==> src/rtl/jtag_pkg.sv <==
// Shared types and constants for the JTAG debug transport module: TAP states,
// IR codes, DMI op/status codes and the DTMCS field layout.
package jtag_pkg;

    typedef enum logic [3:0] {
        TAP_TLR      = 4'd0,
        TAP_RTI      = 4'd1,
        TAP_SEL_DR   = 4'd2,
        TAP_CAP_DR   = 4'd3,
        TAP_SHIFT_DR = 4'd4,
        TAP_EXIT1_DR = 4'd5,
        TAP_PAUSE_DR = 4'd6,
        TAP_EXIT2_DR = 4'd7,
        TAP_UPD_DR   = 4'd8,
        TAP_SEL_IR   = 4'd9,
        TAP_CAP_IR   = 4'd10,
        TAP_SHIFT_IR = 4'd11,
        TAP_EXIT1_IR = 4'd12,
        TAP_PAUSE_IR = 4'd13,
        TAP_EXIT2_IR = 4'd14,
        TAP_UPD_IR   = 4'd15
    } tap_state_e;

    typedef enum logic [1:0] {
        DR_BYPASS = 2'd0,
        DR_WORD   = 2'd1,
        DR_DMI    = 2'd2
    } dr_sel_e;

    localparam logic [4:0] IR_IDCODE  = 5'h01;
    localparam logic [4:0] IR_DTMCS   = 5'h10;
    localparam logic [4:0] IR_DMI     = 5'h11;
    localparam logic [4:0] IR_BYPASS  = 5'h1F;
    localparam logic [4:0] IR_CAPTURE = 5'b00001;

    localparam logic [1:0] DMI_OP_NOP     = 2'd0;
    localparam logic [1:0] DMI_OP_READ    = 2'd1;
    localparam logic [1:0] DMI_OP_WRITE   = 2'd2;
    localparam logic [1:0] DMI_STAT_BUSY  = 2'd3;

    localparam int         DTMCS_DMIRESET_BIT  = 16;
    localparam int         DTMCS_HARDRESET_BIT = 17;
    localparam logic [2:0] DTMCS_IDLE          = 3'd5;
    localparam logic [3:0] DTMCS_VERSION       = 4'd1;

    function automatic logic [31:0] dtmcs_word(input logic [1:0] dmistat, input logic [5:0] abits);
        return {14'b0, 1'b0, 1'b0, 1'b0, DTMCS_IDLE, dmistat, abits, DTMCS_VERSION};
    endfunction

endpackage

==> src/rtl/jtag_tap_fsm.sv <==
// IEEE 1149.1 TAP controller stepped by the oversampled TCK rise pulse;
// exposes registered one-hot flags for the states the DTM acts on.
module jtag_tap_fsm
    import jtag_pkg::*;
(
    input  logic clk,
    input  logic rst,
    input  logic tck_rise,
    input  logic tms,
    output logic capture_dr,
    output logic shift_dr,
    output logic update_dr,
    output logic capture_ir,
    output logic shift_ir,
    output logic update_ir,
    output logic tlr
);

    tap_state_e state_r;
    tap_state_e state_s;

    // State register and flag register, both loaded from the next state
    always_ff @(posedge clk or posedge rst) begin
        if (rst) begin
            state_r    <= TAP_TLR;
            capture_dr <= 1'b0;
            shift_dr   <= 1'b0;
            update_dr  <= 1'b0;
            capture_ir <= 1'b0;
            shift_ir   <= 1'b0;
            update_ir  <= 1'b0;
            tlr        <= 1'b1;
        end else begin
            state_r    <= state_s;
            capture_dr <= (state_s == TAP_CAP_DR);
            shift_dr   <= (state_s == TAP_SHIFT_DR);
            update_dr  <= (state_s == TAP_UPD_DR);
            capture_ir <= (state_s == TAP_CAP_IR);
            shift_ir   <= (state_s == TAP_SHIFT_IR);
            update_ir  <= (state_s == TAP_UPD_IR);
            tlr        <= (state_s == TAP_TLR);
        end
    end

    // Next-state logic, advancing only on a TCK rise
    always_comb begin
        state_s = state_r;
        if (tck_rise) begin
            case (state_r)
                TAP_TLR:      state_s = tms ? TAP_TLR      : TAP_RTI;
                TAP_RTI:      state_s = tms ? TAP_SEL_DR   : TAP_RTI;
                TAP_SEL_DR:   state_s = tms ? TAP_SEL_IR   : TAP_CAP_DR;
                TAP_CAP_DR:   state_s = tms ? TAP_EXIT1_DR : TAP_SHIFT_DR;
                TAP_SHIFT_DR: state_s = tms ? TAP_EXIT1_DR : TAP_SHIFT_DR;
                TAP_EXIT1_DR: state_s = tms ? TAP_UPD_DR   : TAP_PAUSE_DR;
                TAP_PAUSE_DR: state_s = tms ? TAP_EXIT2_DR : TAP_PAUSE_DR;
                TAP_EXIT2_DR: state_s = tms ? TAP_UPD_DR   : TAP_SHIFT_DR;
                TAP_UPD_DR:   state_s = tms ? TAP_SEL_DR   : TAP_RTI;
                TAP_SEL_IR:   state_s = tms ? TAP_TLR      : TAP_CAP_IR;
                TAP_CAP_IR:   state_s = tms ? TAP_EXIT1_IR : TAP_SHIFT_IR;
                TAP_SHIFT_IR: state_s = tms ? TAP_EXIT1_IR : TAP_SHIFT_IR;
                TAP_EXIT1_IR: state_s = tms ? TAP_UPD_IR   : TAP_PAUSE_IR;
                TAP_PAUSE_IR: state_s = tms ? TAP_EXIT2_IR : TAP_PAUSE_IR;
                TAP_EXIT2_IR: state_s = tms ? TAP_UPD_IR   : TAP_SHIFT_IR;
                TAP_UPD_IR:   state_s = tms ? TAP_SEL_DR   : TAP_RTI;
                default:      state_s = TAP_TLR;
            endcase
        end else begin
            state_s = state_r;
        end
    end

endmodule

==> src/rtl/jtag_dtm_sync.sv <==
// Single-clock RISC-V JTAG DTM: oversampled pins, IR/DR shifting, DMI handshake.
// Build option: JTAG_IDCODE_EN enables the IDCODE instruction (otherwise 0x01 is BYPASS).
module jtag_dtm_sync
    import jtag_pkg::*;
#(
    parameter logic [31:0] IDCODE_VAL = 32'h1E200A6D,
    parameter int          DMI_ABITS  = 6,
    parameter int          IR_BITS    = 5
) (
    input  logic                  clk,
    input  logic                  rst,
    input  logic                  jtag_TCK,
    input  logic                  jtag_TMS,
    input  logic                  jtag_TDI,
    output logic                  jtag_TDO,
    output logic                  dtm_req_valid,
    input  logic                  dtm_req_ready,
    output logic [DMI_ABITS+33:0] dtm_req_data,
    input  logic                  dm_resp_valid,
    output logic                  dm_resp_ready,
    input  logic [33:0]           dm_resp_data
);

    localparam int DMI_W = DMI_ABITS + 34;
`ifdef JTAG_IDCODE_EN
    localparam logic [IR_BITS-1:0] IR_RESET = IR_BITS'(IR_IDCODE);
`else
    localparam logic [IR_BITS-1:0] IR_RESET = IR_BITS'(IR_BYPASS);
    logic unused_idcode_s;
    assign unused_idcode_s = ^IDCODE_VAL;
`endif

    logic [2:0]         tck_sync_r;
    logic [1:0]         tms_sync_r;
    logic [1:0]         tdi_sync_r;
    logic               tck_rise_s;
    logic               tck_fall_s;
    logic               tms_s;
    logic               tdi_s;

    logic               capture_dr_s, shift_dr_s, update_dr_s;
    logic               capture_ir_s, shift_ir_s, update_ir_s, tlr_s;

    logic [IR_BITS-1:0] ir_r;
    logic [IR_BITS-1:0] ir_shift_r;
    logic [DMI_W-1:0]   dr_shift_r;
    logic [DMI_W-1:0]   dr_capture_s;
    logic [DMI_W-1:0]   dr_next_s;
    dr_sel_e            dr_sel_s;

    logic [1:0]         dmistat_r;
    logic               outstanding_r;
    logic [33:0]        resp_r;
    logic [1:0]         dmi_status_s;
    logic               resp_fire_s;
    logic               dmi_capture_s;
    logic               dmi_update_s;
    logic               dtmcs_update_s;
    logic               dmireset_s;
    logic               hardreset_s;
    logic               issue_s;

    // Pin synchronisers; the extra TCK stage feeds the edge detector
    always_ff @(posedge clk or posedge rst) begin
        if (rst) begin
            tck_sync_r <= 3'b000;
            tms_sync_r <= 2'b00;
            tdi_sync_r <= 2'b00;
        end else begin
            tck_sync_r <= {tck_sync_r[1:0], jtag_TCK};
            tms_sync_r <= {tms_sync_r[0], jtag_TMS};
            tdi_sync_r <= {tdi_sync_r[0], jtag_TDI};
        end
    end

    assign tck_rise_s = tck_sync_r[1] & ~tck_sync_r[2];
    assign tck_fall_s = ~tck_sync_r[1] & tck_sync_r[2];
    assign tms_s      = tms_sync_r[1];
    assign tdi_s      = tdi_sync_r[1];

    jtag_tap_fsm u_tap (
        .clk        (clk),
        .rst        (rst),
        .tck_rise   (tck_rise_s),
        .tms        (tms_s),
        .capture_dr (capture_dr_s),
        .shift_dr   (shift_dr_s),
        .update_dr  (update_dr_s),
        .capture_ir (capture_ir_s),
        .shift_ir   (shift_ir_s),
        .update_ir  (update_ir_s),
        .tlr        (tlr_s)
    );

    assign dmi_status_s = outstanding_r ? DMI_STAT_BUSY : resp_r[1:0];

    // Instruction decode: DR selection and capture value
    always_comb begin
        dr_sel_s     = DR_BYPASS;
        dr_capture_s = '0;
        case (ir_r)
`ifdef JTAG_IDCODE_EN
            IR_BITS'(IR_IDCODE): begin
                dr_sel_s     = DR_WORD;
                dr_capture_s = DMI_W'(IDCODE_VAL);
            end
`endif
            IR_BITS'(IR_DTMCS): begin
                dr_sel_s     = DR_WORD;
                dr_capture_s = DMI_W'(dtmcs_word(dmistat_r, 6'(DMI_ABITS)));
            end
            IR_BITS'(IR_DMI): begin
                dr_sel_s     = DR_DMI;
                dr_capture_s = {dtm_req_data[DMI_W-1:34], resp_r[33:2], dmi_status_s};
            end
            default: begin
                dr_sel_s     = DR_BYPASS;
                dr_capture_s = '0;
            end
        endcase
    end

    // Right shift with TDI entering at the MSB of the selected register length
    always_comb begin
        dr_next_s = '0;
        case (dr_sel_s)
            DR_WORD: dr_next_s[31:0] = {tdi_s, dr_shift_r[31:1]};
            DR_DMI:  dr_next_s       = {tdi_s, dr_shift_r[DMI_W-1:1]};
            default: dr_next_s[0]    = tdi_s;
        endcase
    end

    // IR/DR shift paths, IR latch and TDO launch on the falling TCK
    always_ff @(posedge clk or posedge rst) begin
        if (rst) begin
            ir_r       <= IR_RESET;
            ir_shift_r <= '0;
            dr_shift_r <= '0;
            jtag_TDO   <= 1'b0;
        end else begin
            if (tck_rise_s) begin
                if (capture_ir_s) begin
                    ir_shift_r <= IR_BITS'(IR_CAPTURE);
                end else if (shift_ir_s) begin
                    ir_shift_r <= {tdi_s, ir_shift_r[IR_BITS-1:1]};
                end
                if (capture_dr_s) begin
                    dr_shift_r <= dr_capture_s;
                end else if (shift_dr_s) begin
                    dr_shift_r <= dr_next_s;
                end
                if (update_ir_s) begin
                    ir_r <= ir_shift_r;
                end
            end
            if (tlr_s) begin
                ir_r <= IR_RESET;
            end
            if (tck_fall_s) begin
                if (shift_ir_s) begin
                    jtag_TDO <= ir_shift_r[0];
                end else if (shift_dr_s) begin
                    jtag_TDO <= dr_shift_r[0];
                end
            end
        end
    end

    assign resp_fire_s    = dm_resp_valid & dm_resp_ready;
    assign dmi_capture_s  = tck_rise_s & capture_dr_s & (dr_sel_s == DR_DMI);
    assign dmi_update_s   = tck_rise_s & update_dr_s & (ir_r == IR_BITS'(IR_DMI));
    assign dtmcs_update_s = tck_rise_s & update_dr_s & (ir_r == IR_BITS'(IR_DTMCS));
    assign hardreset_s    = dtmcs_update_s & dr_shift_r[DTMCS_HARDRESET_BIT];
    assign dmireset_s     = dtmcs_update_s &
                            (dr_shift_r[DTMCS_DMIRESET_BIT] | dr_shift_r[DTMCS_HARDRESET_BIT]);
    // A response landing this cycle frees the slot for a simultaneous update
    assign issue_s        = dmi_update_s &
                            ((dr_shift_r[1:0] == DMI_OP_READ) | (dr_shift_r[1:0] == DMI_OP_WRITE)) &
                            ~(outstanding_r & ~resp_fire_s) & (dmistat_r == 2'd0);

    // DMI request/response bookkeeping and sticky status
    always_ff @(posedge clk or posedge rst) begin
        if (rst) begin
            dtm_req_valid <= 1'b0;
            dtm_req_data  <= '0;
            dm_resp_ready <= 1'b1;
            resp_r        <= '0;
            outstanding_r <= 1'b0;
            dmistat_r     <= 2'd0;
        end else begin
            if (resp_fire_s) begin
                resp_r        <= dm_resp_data;
                outstanding_r <= 1'b0;
                dm_resp_ready <= 1'b0;
            end else if (dmi_capture_s) begin
                dm_resp_ready <= 1'b1;
            end
            if (dmi_capture_s && outstanding_r) begin
                dmistat_r <= DMI_STAT_BUSY;
            end else if (dmireset_s) begin
                dmistat_r <= 2'd0;
            end
            if (issue_s) begin
                dtm_req_data  <= dr_shift_r;
                dtm_req_valid <= 1'b1;
                outstanding_r <= 1'b1;
            end else if (dtm_req_valid && dtm_req_ready) begin
                dtm_req_valid <= 1'b0;
            end
            if (hardreset_s) begin
                dtm_req_valid <= 1'b0;
                outstanding_r <= 1'b0;
                resp_r        <= '0;
                dm_resp_ready <= 1'b1;
            end
        end
    end

endmodule

==> config.mk <==
export PLATFORM = sky130hd
export DESIGN_NAME = jtag_dtm_sync
export DESIGN_NICKNAME = d
export VERILOG_FILES = /design/src/rtl/jtag_pkg.sv /design/src/rtl/jtag_tap_fsm.sv /design/src/rtl/jtag_dtm_sync.sv
export SDC_FILE = /design/constraint.sdc
export NUM_CORES = 1
export LEC_CHECK = 0
export ABC_AREA = 1
export BUFFER_PORTS_ARGS = -buffer_cell sky130_fd_sc_hd__buf_2
export CAP_MARGIN = 20
export CORE_MARGIN = 2
export CORE_UTILIZATION = 50
export CTS_BUF_LIST = sky130_fd_sc_hd__clkbuf_2
export DETAILED_ROUTE_END_ITERATION = 10
export GPL_TIMING_DRIVEN = 0
export PLACE_DENSITY = 0.73
export SLEW_MARGIN = 10
export SYNTH_ARGS = -nofsm -noshare
export SYNTH_HDL_FRONTEND = slang
export SYNTH_SLANG_ARGS = --single-unit
==> constraint.sdc <==
create_clock -name clk -period 5.06 [get_ports clk]
set_clock_uncertainty 0.15 [all_clocks]
set_input_delay 1.012 -clock clk [delete_from_list [all_inputs] [get_ports clk]]
set_output_delay 1.012 -clock clk [all_outputs]
set_load 0.1 [all_outputs]
==> impl.org <==
** Outcome
- Result of the run :: completed

** Logic synthesis
- Synthesis produced 751 cells.
- Mapped cell area :: 0.00658 mm²
- Async SR Flop Fraction :: 100%
- Average instance area after synthesis :: 8.76 µm²
- In the synthesized netlist the dominant register cell turns out to be dfrtp_1.
- The synthesized design contains 147 register bits.
- Number of enable flip-flop cells after synthesis :: 0
- Syn Nets :: 795
- In the post-synthesis netlist, the biggest area contributors are dfrtp_1 53%, nand2_1 9.8%, nand3_1 8.1%.
- Fraction of post-synthesis cell area in the top cell type by area :: 53.3%
- Yosys synthesis warning count :: 0
- The largest total area in the synthesized netlist belongs to dfrtp_1.
- Sequential-to-total area share from yosys stat :: 56.0%
- Number of different library cells in the post-synthesis netlist :: 33

** Job
- Across the run, the number of max-cap violations was 0.

** Global route
- All-Layer GR Usage :: 23.0%
- Wire length of the first global-routing pass :: 26000 µm
- Maximum number of pins on one net before global-route repair :: 35
- Number of antenna violations at the first check in global routing :: 0
- GRT met1 Usage :: 33.2%
- The via count of the first global-routing pass is 5238.
- The total overflow left after global routing is 0.
- For this run, global-route usage on met3 was measured as 5.74%.
- Met2 usage :: 34.5%
- After global routing, the most crowded layer is met2.

** Finish
- The sequential cells in the finished layout cover a total of 0.00369 mm².
- 0 antenna diodes ended up in the layout.
- Number of nets in the finished design :: 901
- Area of the multi-input gates :: 0.00232 mm²
- Fill cell instance count of the final layout :: 1173
- After routing the design area is 0.00757 mm².
- Commonest non-fill, non-tap cells in the layout :: 172 x nand2_1, 140 x dfrtp_1, 106 x nand3_1
- From synthesis to final layout, the design area changed by 15.0%.
- Share of layout cells above drive strength 1 :: 20.0%
- Most common cell after layout, fill and taps aside :: nand2_1
- Final design utilization :: 59.5%

** Clocking
- Clock-pin slew was measured on the worst setup and hold paths at 0.20 ns.
- Post-CTS setup buffer count :: 0
- CTS tree :: built
- H-Tree Level Count :: 4
- Root cell of the clock tree :: clkbuf_2
- Buffers inserted during clock tree synthesis total 17.
- Number of buffers inserted for hold repair after clock tree synthesis :: 0
- Quantity of gates resized following cts :: 0
- Clock sink total :: 147
- Maximum number of buffers from clock root to sink :: 2
- At the later pin of the worst-skew pair, clock insertion delay measures 0.73 ns.

** Setup path
- Launching element type of the critical path :: register
- Required time at the endpoint of the critical path :: 5.56 ns
- Data arrival time at the worst-slack endpoint :: 3.73 ns
- The worst setup path is captured at a register.
- CP Launch Point :: ir_r[4]$_DFFE_PP1P_
- Among all stages on the critical path, the largest delay is contributed by dfstp_2.
- The critical path ends at dr_shift_r[5]$_DFFE_PP0P_.
- R2R Path Start :: ir_r[4]$_DFFE_PP1P_
- Worst reg2reg path depth :: 12
- R2R Path End :: dr_shift_r[5]$_DFFE_PP0P_
- For this run, the slowest stage of the critical path takes 0.58 ns.
- Critical-path maximum fanout :: 10
- Crit Path Category :: register to register
- For flop-to-flop paths, the worst setup slack is 1.82 ns.
- Ordered list of cells on the worst path :: nand4_2 > nor2_1 > buf_4 > buf_4 > inv_1 > ha_1 > nor2_1 > clkbuf_1 > nand3_1 > o21ai_0 > nand2_1 > o21ai_0

** Route
- In the routed design, unresolved DRC markers number 0.
- Routed wire length :: 15500 µm
- The count of nets left with antenna violations once routing finished came out at 0.
- Number of DRC markers in iteration 0 :: 462
- Number of detailed-route iterations in the first pass :: 6
- Average wire per cell in the routed design :: 14.9 µm
- Using the TritonRoute via totals, the vias-per-cell ratio works out to 5.29.
- Via count :: 5515

** Min path
- Hold WC Path Type :: primary input to async pin

** Pwr
- Summed over all cells, the static leakage comes to 3.91 nW.
- Power spread over the standard cell area amounts to 381 mW/mm².
- Largest voltage drop on the vdd net :: 0.221 mV
- Post-layout power :: 2.89 mW

** Placement
- Detailed placement ended at an HPWL of 11500 µm.
- Routability-driven placement finished with a final weighted congestion of 0.954.
- Number of port buffers :: 83
- Area of placed instances :: 0.00729 mm²

** Timing
- Worst-Margin Slew :: 0.627 ns
- Unrepaired setup endpoints after global routing :: no
- Number of hold-slack violations in the final timing report :: 0
- Static timing analysis puts the maximum clock frequency at 309 MHz.
- Setup violations remaining at the end of the flow were counted as 0.
- Portion of the clock cycle consumed by the worst path in the final layout :: 63.9%
- Setup total negative slack on the finished layout was measured at 0 ns.
- Worst hold slack across all endpoints :: 0.168 ns
- After layout, the minimum clock period comes to 3.24 ns.
- The number of pins exceeding their max-slew limit in the final report is 0.
- The worst pin sits at a relative slew slack of 58.0%.

** Floorplanning
- In this run the core area contains 41 standard-cell rows.
- 84 I/O pins were placed.
- Starting Density :: 51.7%
- Measured along the y axis, the die boundary spans 119 µm.
- The die covers 0.0141 mm².
- Horiz. Die Dim :: 119 µm
- Core area :: 0.0127 mm²
cell type report:
class / count / share of cell area (%)
multi-input cells: 483 / 30.7
repair buffers: 87 / 6.55
clock buffers: 17 / 1.12
clock inverters: 15 / 2.51
plain buffers: 41 / 3.54
inverters: 80 / 4.02
flip-flops and latches: 147 / 48.7
well taps: 172 / 2.84
through the flow:
step	std cells	worst slack, ns
2_1_floorplan	751	2.06
3_3_place_gp	1006	1.25
3_5_place_dp	1010	1.92
4_1_cts	1042	1.87
5_1_grt	1042	1.64
6_report	1042	1.82
worst max-delay path: cells and delay by family (launching register included):
| kind | cells | cell delay (ns) |
|---|---|---|
| AOI/OAI and AO/OA | 2 | 0.17 |
| DFF | 1 | 0.58 |
| adders and majority gates | 1 | 0.31 |
| and+or+nand+nor | 5 | 0.99 |
| buffers and inverters | 4 | 0.95 |
cell usage after synthesis (7+ instances only):
| master | number |
|---|---|
| nand2_1 | 172 |
| o21ai_2 | 11 |
| nand3_1 | 106 |
| nor2_1 | 58 |
| buf_6 | 11 |
| clkbuf_1 | 12 |
| dfrtp_1 | 140 |
| a21oi_1 | 20 |
| o21ai_0 | 28 |
| o21ai_1 | 29 |
| buf_2 | 10 |
| inv_1 | 77 |
| dfstp_2 | 7 |
| a22oi_1 | 8 |
| a31oi_1 | 31 |
worst min-delay path by stage:
stage / startpoint / end
after floorplan: tck_sync_r[0]$_DFF_PP0_ / tck_sync_r[1]$_DFF_PP0_
after global placement: tck_sync_r[0]$_DFF_PP0_ / tck_sync_r[1]$_DFF_PP0_
after detailed placement: tdi_sync_r[0]$_DFF_PP0_ / tdi_sync_r[1]$_DFF_PP0_
after CTS: rst / dtm_req_data[3]$_DFFE_PP0P_
after global routing: rst / dtm_req_data[4]$_DFFE_PP0P_
final: rst / dtm_req_data[4]$_DFFE_PP0P_
registers in the layout, indices dropped and copies added (netlist names), 2 cells and up:
name and count:
ir_shift_r 5, resp_r 34, dtm_req_data 40, tck_sync_r 3
tdi_sync_r 2, tms_sync_r 2, ir_r 5, u_tap.state_r 4
dr_shift_r 40
metal layers:
metal / vias to the layer above / share of wire (%)
met2: 224 / 45
met1: 2584 / 46
met5: - / 0
met3: 28 / 7.4
li1: 2679 / -
met4: 0 / 1.6
where the power goes:
part           switching [mW]  internal [mW]  leakage [nW]  total [mW]
Clock                   0.420          0.320         0.159       0.740
Sequential              0.167           1.38          1.92        1.54
Combinational           0.393          0.211          1.83       0.604
logic make-up (layout without fill, tap and decap cells):
family	count (synthesis)	after routing	share of synthesized area (%)
fa+ha+maj	3	3	0.571
buf+inv	121	240	8.63
flops	147	147	56.0
simple gates	346	346	22.7
compound gates	134	134	12.1
No activity file was read; power rests on OpenSTA's default activity.
